===== src/rtl/fdc_bus_pkg.sv =====
// Shared definitions for the CPU-to-wf1772 register bridge.
// Latency: n/a (types and constants only).
// Backpressure: n/a.
package fdc_bus_pkg;

    // Bridge sequencing: capture -> strobe -> wait for ack -> hold until the next phi_2
    typedef enum logic [1:0] {
        ST_IDLE = 2'd0,
        ST_REQ  = 2'd1,
        ST_WAIT = 2'd2,
        ST_DONE = 2'd3
    } fdc_state_e;

    // wf1772 register map (A1:A0)
    localparam logic [1:0] STATUS_CMD = 2'd0;
    localparam logic [1:0] TRACK      = 2'd1;
    localparam logic [1:0] SECTOR     = 2'd2;
    localparam logic [1:0] DATA       = 2'd3;

    localparam int         DEFAULT_ACK_TIMEOUT = 16;

    // Value an undriven CPU data bus reads back as; returned on an aborted read
    localparam logic [7:0] BUS_FLOAT = 8'hFF;

endpackage


===== src/rtl/phi_timeout_ctr.sv =====
// Counts unacknowledged phi_2 pulses while the bridge waits on the controller.
// Latency: expire_o is combinational on the pulse that would reach LIMIT.
// Backpressure: none; clr_i has priority over en_i.
module phi_timeout_ctr #(
    parameter int LIMIT = 16
) (
    input  logic clk_i,
    input  logic rst_n_i,
    input  logic clr_i,
    input  logic en_i,
    output logic expire_o
);
    localparam logic [7:0] LAST = 8'(LIMIT - 1);

    logic [7:0] cnt_q;

    // Pulse counter, restarted for every new access
    always_ff @(posedge clk_i or negedge rst_n_i) begin
        if (!rst_n_i) begin
            cnt_q <= 8'd0;
        end else if (clr_i) begin
            cnt_q <= 8'd0;
        end else if (en_i) begin
            cnt_q <= cnt_q + 8'd1;
        end
    end

    // The enabled pulse that brings the count up to LIMIT is the abort pulse
    assign expire_o = en_i && (cnt_q == LAST);

endmodule


===== src/rtl/fdc_cpu_bridge.sv =====
// Turns phi_2-sampled CPU bus cycles into one-clk wf1772 register strobes and returns read data.
// Latency: strobe 1 clk after the capturing phi_2; cpu_dout/cpu_rdy update 1 clk after fdc_ack.
// Backpressure: a late ack pulls cpu_rdy low to stretch the CPU; ACK_TIMEOUT dead phi_2 pulses abort.
module fdc_cpu_bridge
    import fdc_bus_pkg::*;
#(
    parameter int ADDR_W      = 2,
    parameter int DATA_W      = 8,
    parameter int ACK_TIMEOUT = DEFAULT_ACK_TIMEOUT
) (
    input  logic              clk,
    input  logic              reset,
    input  logic              phi_2,
    input  logic              cpu_cs_n,
    input  logic              cpu_rw,
    input  logic [ADDR_W-1:0] cpu_addr,
    input  logic [DATA_W-1:0] cpu_din,
    output logic [DATA_W-1:0] cpu_dout,
    output logic              cpu_dout_oe,
    output logic              cpu_rdy,
    output logic [ADDR_W-1:0] fdc_addr,
    output logic [DATA_W-1:0] fdc_wdata,
    output logic              fdc_rd_stb,
    output logic              fdc_wr_stb,
    input  logic [DATA_W-1:0] fdc_rdata,
    input  logic              fdc_ack,
    output logic              timeout_stb
);
    fdc_state_e        state_q;
    logic              rw_q;
    logic              rdy_q;
    logic              oe_q;
    logic              rd_stb_q;
    logic              wr_stb_q;
    logic              tmo_q;
    logic [ADDR_W-1:0] addr_q;
    logic [DATA_W-1:0] wdata_q;
    logic [DATA_W-1:0] dout_q;

    logic              tmo_clr;
    logic              tmo_en;
    logic              tmo_expire;

    assign tmo_clr = (state_q == ST_REQ);
    assign tmo_en  = (state_q == ST_WAIT) && phi_2 && !fdc_ack;

    phi_timeout_ctr #(
        .LIMIT (ACK_TIMEOUT)
    ) u_tmo_ctr (
        .clk_i    (clk),
        .rst_n_i  (reset),
        .clr_i    (tmo_clr),
        .en_i     (tmo_en),
        .expire_o (tmo_expire)
    );

    // Access sequencer with all CPU- and controller-facing outputs registered
    always_ff @(posedge clk or negedge reset) begin
        if (!reset) begin
            state_q  <= ST_IDLE;
            rw_q     <= 1'b0;
            rdy_q    <= 1'b1;
            oe_q     <= 1'b0;
            rd_stb_q <= 1'b0;
            wr_stb_q <= 1'b0;
            tmo_q    <= 1'b0;
            addr_q   <= '0;
            wdata_q  <= '0;
            dout_q   <= '0;
        end else begin
            rd_stb_q <= 1'b0;
            wr_stb_q <= 1'b0;
            tmo_q    <= 1'b0;
            case (state_q)
                ST_IDLE, ST_DONE: begin
                    // A coincident-ack stretch only holds rdy low for the clk after the ack
                    if (!rdy_q) begin
                        rdy_q <= 1'b1;
                    end
                    // DONE ends on the same phi_2 that may start the next access
                    if (phi_2 && rdy_q) begin
                        if (!cpu_cs_n) begin
                            addr_q   <= cpu_addr;
                            rw_q     <= cpu_rw;
                            if (!cpu_rw) begin
                                wdata_q <= cpu_din;
                            end
                            rd_stb_q <= cpu_rw;
                            wr_stb_q <= !cpu_rw;
                            oe_q     <= cpu_rw;
                            state_q  <= ST_REQ;
                        end else begin
                            oe_q     <= 1'b0;
                            state_q  <= ST_IDLE;
                        end
                    end
                end
                ST_REQ: begin
                    state_q <= ST_WAIT;
                end
                ST_WAIT: begin
                    if (fdc_ack) begin
                        if (rw_q) begin
                            dout_q <= fdc_rdata;
                        end
                        // Ack on a phi_2 edge: the CPU already sampled, so stretch once more
                        rdy_q   <= !phi_2;
                        state_q <= ST_DONE;
                    end else if (phi_2) begin
                        if (tmo_expire) begin
                            if (rw_q) begin
                                dout_q <= '1;
                            end
                            tmo_q   <= 1'b1;
                            rdy_q   <= 1'b1;
                            state_q <= ST_DONE;
                        end else begin
                            rdy_q   <= 1'b0;
                        end
                    end
                end
                default: begin
                    state_q <= ST_IDLE;
                end
            endcase
        end
    end

    assign cpu_dout    = dout_q;
    assign cpu_dout_oe = oe_q;
    assign cpu_rdy     = rdy_q;
    assign fdc_addr    = addr_q;
    assign fdc_wdata   = wdata_q;
    assign fdc_rd_stb  = rd_stb_q;
    assign fdc_wr_stb  = wr_stb_q;
    assign timeout_stb = tmo_q;

endmodule


===== config.mk =====
export PLATFORM = sky130hd
export DESIGN_NAME = fdc_cpu_bridge
export DESIGN_NICKNAME = d
export VERILOG_FILES = /design/src/rtl/fdc_bus_pkg.sv /design/src/rtl/phi_timeout_ctr.sv /design/src/rtl/fdc_cpu_bridge.sv
export SDC_FILE = /design/constraint.sdc
export NUM_CORES = 1
export LEC_CHECK = 0
export BUFFER_PORTS_ARGS = -buffer_cell sky130_fd_sc_hd__buf_2
export CAP_MARGIN = 20
export CORE_MARGIN = 1
export CORE_UTILIZATION = 40
export CTS_BUF_LIST = sky130_fd_sc_hd__clkbuf_8
export CTS_CLUSTER_SIZE = 10
export DETAILED_ROUTE_END_ITERATION = 8
export GPL_ROUTABILITY_DRIVEN = 1
export PLACE_DENSITY_LB_ADDON = 0.25
export SLEW_MARGIN = 40
export SYNTH_ARGS = -nofsm -noshare
export SYNTH_HDL_FRONTEND = slang
export SYNTH_SLANG_ARGS = --single-unit
export TNS_END_PERCENT = 20

===== constraint.sdc =====
create_clock -name clk -period 4.8 [get_ports clk]
set_clock_uncertainty 0.2 [all_clocks]
set_input_delay 0.24 -clock clk [delete_from_list [all_inputs] [get_ports clk]]
set_output_delay 0.24 -clock clk [all_outputs]
set_load 0.01 [all_outputs]

After elaboration in Yosys (flattened, before gate mapping). Index checks and enable logic that the tools add are counted. Widths: inputs -> output; s select.

Output and inout bits: 23. Register bits: 34.

Eq/ne operators: 7. Reductions and logical operators: 19. Bitwise gates (word level): 2. Add/sub/neg operators: 1. Mux-type cells: 26.

Operators by type and width (count): $mux 8 (7); $mux 1 (13); $add 8x1->8 const B (1); $eq 8x4->1 const B (1); $mux 2 (4); $reduce_and 4->1 (2); $reduce_bool 2->1 (4); $ne 3x3->1 const B (2); $pmux 2 s3 (1); $reduce_and 3->1 (2); $eq 2x2->1 const B (2); $logic_and 1x1->1 (4); $reduce_and 2->1 (2); $logic_not 1->1 (3); $eq 2x1->1 const B (1); $logic_not 2->1 (1); $ne 2x2->1 const B (1); $not 1->1 (2); $pmux 1 s2 (1); $reduce_or 2->1 (1).

Logic depth before layout (Yosys ltp).
Word-level depth: 8. Gate-level depth with buffers: 9. Gate-level depth less buffers: 6.

Hierarchy. Synthesis repeated with hierarchy kept, for this count alone.

Cells, all modules: 117. Area, all modules: 1465.2 um2.

By module, submodules not included: fdc_cpu_bridge (area each 1051.0 um2, seq. area each 651.9 um2, instances 1, cells an instance 77); phi_timeout_ctr (area each 414.1 um2, seq. area each 200.2 um2, instances 1, cells an instance 40).

Worst setup path before layout. Ideal clock, no wire load.

Kind: register to register. From: register state_q[0]. To: register dout_q[0], in the netlist cpu_dout[0]. Arrival time: 1708 ps. Cell stages (with the launch flop): 10. Required time: 4479 ps. Clock period less this slack: 2029 ps. Path slack: 2771 ps. Library setup time: 121 ps. Cell sequence: dfrtp_1 -> inv_1 -> ha_1 -> buf_6 -> and3b_1 -> buf_6 -> and3_4 -> buf_6 -> o211a_4 -> o22a_1.

Word-level cells in the longest chain between the ends: 6.

Ends and longest elaborated chain: from (decl) (RTL line fdc_cpu_bridge.sv:29) `fdc_state_e state_q;`; from (signal assigned) (RTL line fdc_cpu_bridge.sv:60) `state_q <= ST_IDLE;`; from (signal assigned) (RTL line fdc_cpu_bridge.sv:91) `state_q <= ST_REQ;`; from (signal assigned) (RTL line fdc_cpu_bridge.sv:94) `state_q <= ST_IDLE;`; $eq 2x2->1 (*) (RTL line fdc_cpu_bridge.sv:45, fdc_cpu_bridge.sv:74); $logic_and 1x1->1 (2 in a row) (RTL line fdc_cpu_bridge.sv:45) `assign tmo_en = (state_q == ST_WAIT) && phi_2 && !fdc_ack;`; $logic_and 1x1->1 (RTL line phi_timeout_ctr.sv:29) `assign expire_o = en_i && (cnt_q == LAST);`; $reduce_bool 2->1 (no source line); $reduce_and 4->1 (no source line) (*); to (signal assigned) (RTL line fdc_cpu_bridge.sv:104) `dout_q <= fdc_rdata;`; to (decl) (RTL line fdc_cpu_bridge.sv:38) `logic [DATA_W-1:0] dout_q;`.

Mark *: on every way between the ends. The rest lies on a longest branch, timed or not. A chain may end at the register's enable or synchronous reset.

Final worst setup path.
From: register state_q[0]. To: register wdata_q[4], in the netlist fdc_wdata[4].

Word-level cells in the longest chain between the ends: 3.

Ends and longest elaborated chain: $eq 2x2->1 or $logic_not 2->1 (tied branches) (RTL line fdc_cpu_bridge.sv:74) `case (state_q)`; $reduce_or 2->1 (*) (RTL line fdc_cpu_bridge.sv:74); $reduce_and 4->1 (no source line) (*); to (signal assigned) (RTL line fdc_cpu_bridge.sv:86) `wdata_q <= cpu_din;`; to (decl) (RTL line fdc_cpu_bridge.sv:37) `logic [DATA_W-1:0] wdata_q;`.

Marked as above.

==> results.json <==
{
  "critPathArrivalTime_ns": 2.06,
  "vias_per_cell": 4.872,
  "setup_viol": 0,
  "rows": 21,
  "irDropWorstVdd_uv": 339.7,
  "die_w_um": 62.60,
  "drive_gt1_share_pct": 35.11,
  "p_leak_nw": 0.9812,
  "finalCriticalPeriod_ns": 2.090,
  "antenna_found_initial": 0,
  "drt_first_iter_violations": 27,
  "post-dp-hpwl_mm": 2.052,
  "post-synth-top-area-cell": "dfrtp_1",
  "ys_ff_latch": 34,
  "cts.sinks": 34,
  "grt_pass1_vias": 1245,
  "grt_start_max_net_pins": 35,
  "via_count": 1140,
  "finalCritPeriodShare_pct": 43.54,
  "critical_path_required_ns": 4.77,
  "io_buffers": 46,
  "power-per-cell-area_nw_per_um2": 523.5,
  "tightest_slew_ns": 0.4465,
  "fp.dieH_um": 62.60,
  "cts_hold_buf": 19,
  "startpoint_type": "flip-flop",
  "first_pass_iters": 4,
  "synth_nets": 145,
  "clk_pin_slew_ns": 0.07,
  "numCtsBuffers": 5,
  "worstPathMaxFanout": 9,
  "ys_seq_area_share_pct": 58.01,
  "fmax_mhz": 478.5,
  "grt_use_total_pct": 17.54,
  "start_util_pct": 43.00,
  "area_growth_pct": 37.05,
  "maxSlewHeadroom_pct": 70.13,
  "gp_congestion": 0.7949,
  "status": "complete, no violations",
  "finalHoldViolations": 0,
  "grt_pass1_wl_mm": 5.388,
  "syn-instance-count": 118,
  "cap_violations": 0,
  "maxSlewViolCount": 0,
  "cts_setup_buffers": 0,
  "multi_input_area_um2": 564.3,
  "cts_root_buf": "clkbuf_8",
  "routed_wl_mm": 2.978,
  "grt.overflow.total": 0,
  "final_cell_mix": "45 x buf_2, 33 x dfrtp_1, 20 x dlygate4sd3_1",
  "clock_latency_ns": 0.28,
  "rsz0062_at_grt": "false",
  "cts_resized": 0,
  "cts_tree": "built",
  "yosys_warnings": 0,
  "clockBufferDepth": 2,
  "synth_cell_types": 32,
  "yosysTopAreaCellShare_pct": 56.22,
  "fin_util_pct": 58.94,
  "setup_tns_ns": 0,
  "core_area_um2": 3416,
  "dieArea_um2": 3919,
  "fillers": 295,
  "path_class": "flip-flop to flip-flop",
  "synth_top_cells_by_area": "dfrtp_1 56%, mux2_2 5.4%, o22a_1 4.8%, nand2_1 3.1%, ha_1 2.6%",
  "cp-end-kind": "flip-flop",
  "holdWs_ns": 0.02246,
  "htreeDepth": 2,
  "avgSynthCellArea_um2": 12.45,
  "diodes": 0,
  "layout.nets": 214,
  "hold_class": "input pin to flip-flop",
  "mostFrequentLayoutCell": "buf_2",
  "ios": 47,
  "seq_area_um2": 852.1,
  "antenna_left": 0,
  "synth.cell_area_um2": 1469,
  "drc_errors": 0,
  "drt-wirelength-per-cell_um": 12.73
}
critical path: stages, from the launching register on:
cell	delay, ns
dfrtp_1	0.40
inv_1	0.06
ha_1	0.34
nand3_1	0.18
nor3_4	0.40
mux2_2	0.39
layout make-up:
cell class | instances | area share, %
clock inverters | 2 | 0.4351
inverters | 4 | 0.7458
multi-input cells | 76 | 28.03
repair buffers | 66 | 21.50
well taps | 46 | 2.859
clock buffers | 6 | 4.102
flip-flops and latches | 34 | 42.32
cells in the mapped netlist (all sizes together):
library cell / instances
nand2: 12
nand3: 3
dfstp: 1
a32oi: 1
dfrtp: 33
o21ai: 3
and3b: 1
a31oi: 1
mux2: 10
inv: 4
o211ai: 2
nor4: 2
o22a: 9
nand3b: 2
buf: 4
ha: 3
nor3: 2
xor2: 4
and3: 2
nand4: 2
a21o: 1
nand2b: 1
xnor2: 3
a21oi: 1
nor2: 10
o211a: 1
path summary, 6_finish.rpt:
kind                              from                  to  slack, ns  depth (start not counted)
setup / recovery            state_q[0]        fdc_wdata[4]       2.71                          5
hold / removal                cpu_cs_n          fdc_wr_stb       0.02                          2
setup reg to reg            state_q[0]        fdc_wdata[4]       2.71                          5
hold reg to reg            cpu_dout[1]         cpu_dout[1]       0.28                          1
max in group asynchronous        reset             cpu_rdy       3.82                          2
min in group asynchronous        reset  u_tmo_ctr.cnt_q[1]       0.23                          2
registers in the layout, summed over array words and instances (netlist names):
signal           cells
fdc_wr_stb           1
fdc_wdata            8
cpu_dout             8
cpu_rdy              1
cpu_dout_oe          1
rw_q                 1
fdc_rd_stb           1
state_q              2
u_tmo_ctr.cnt_q      8
timeout_stb          1
fdc_addr             2
power by group:
part,total (mW),switching (mW),internal (mW)
clock network,0.213,0.0995,0.113
registers,0.468,0.0694,0.399
logic,0.373,0.189,0.184
total,1.05,0.358,0.696
cell families after synthesis:
kind of cell,count (synthesis),synth area share (%)
buffers and inverters,8,3.577
AO/OA/AOI/OAI,19,10.56
adder cells (fa/ha/maj),3,2.556
flip-flops,34,58.01
XOR/XNOR,7,4.174
AND/OR/NAND/NOR,37,13.46
multiplexers,10,7.666
per-layer routing:
metal,global-route usage [%],vias to the layer above,routed length (um)
met1,21.12,549,1319
met2,29.08,34,1460
met3,6.022,4,161
li1,-,553,-
met4,6.105,0,37
met5,0,-,0
through the flow:
| step | area [um^2] | power [mW] | instances | worst slack (ns) |
|---|---|---|---|---|
| final | 2013 | 1.054 | 234 | 2.710 |
| after global routing | 2013 | 1.130 | 234 | 2.569 |
| after CTS | 2001 | 1.064 | 233 | 2.701 |
| after detailed placement | 1719 | 0.8352 | 206 | 2.708 |
| after global placement | 1719 | 0.8158 | 206 | 2.770 |
| after floorplan | 1469 | 0.7009 | 118 | 2.771 |
Note: power is estimated with default switching activity, not from simulation.
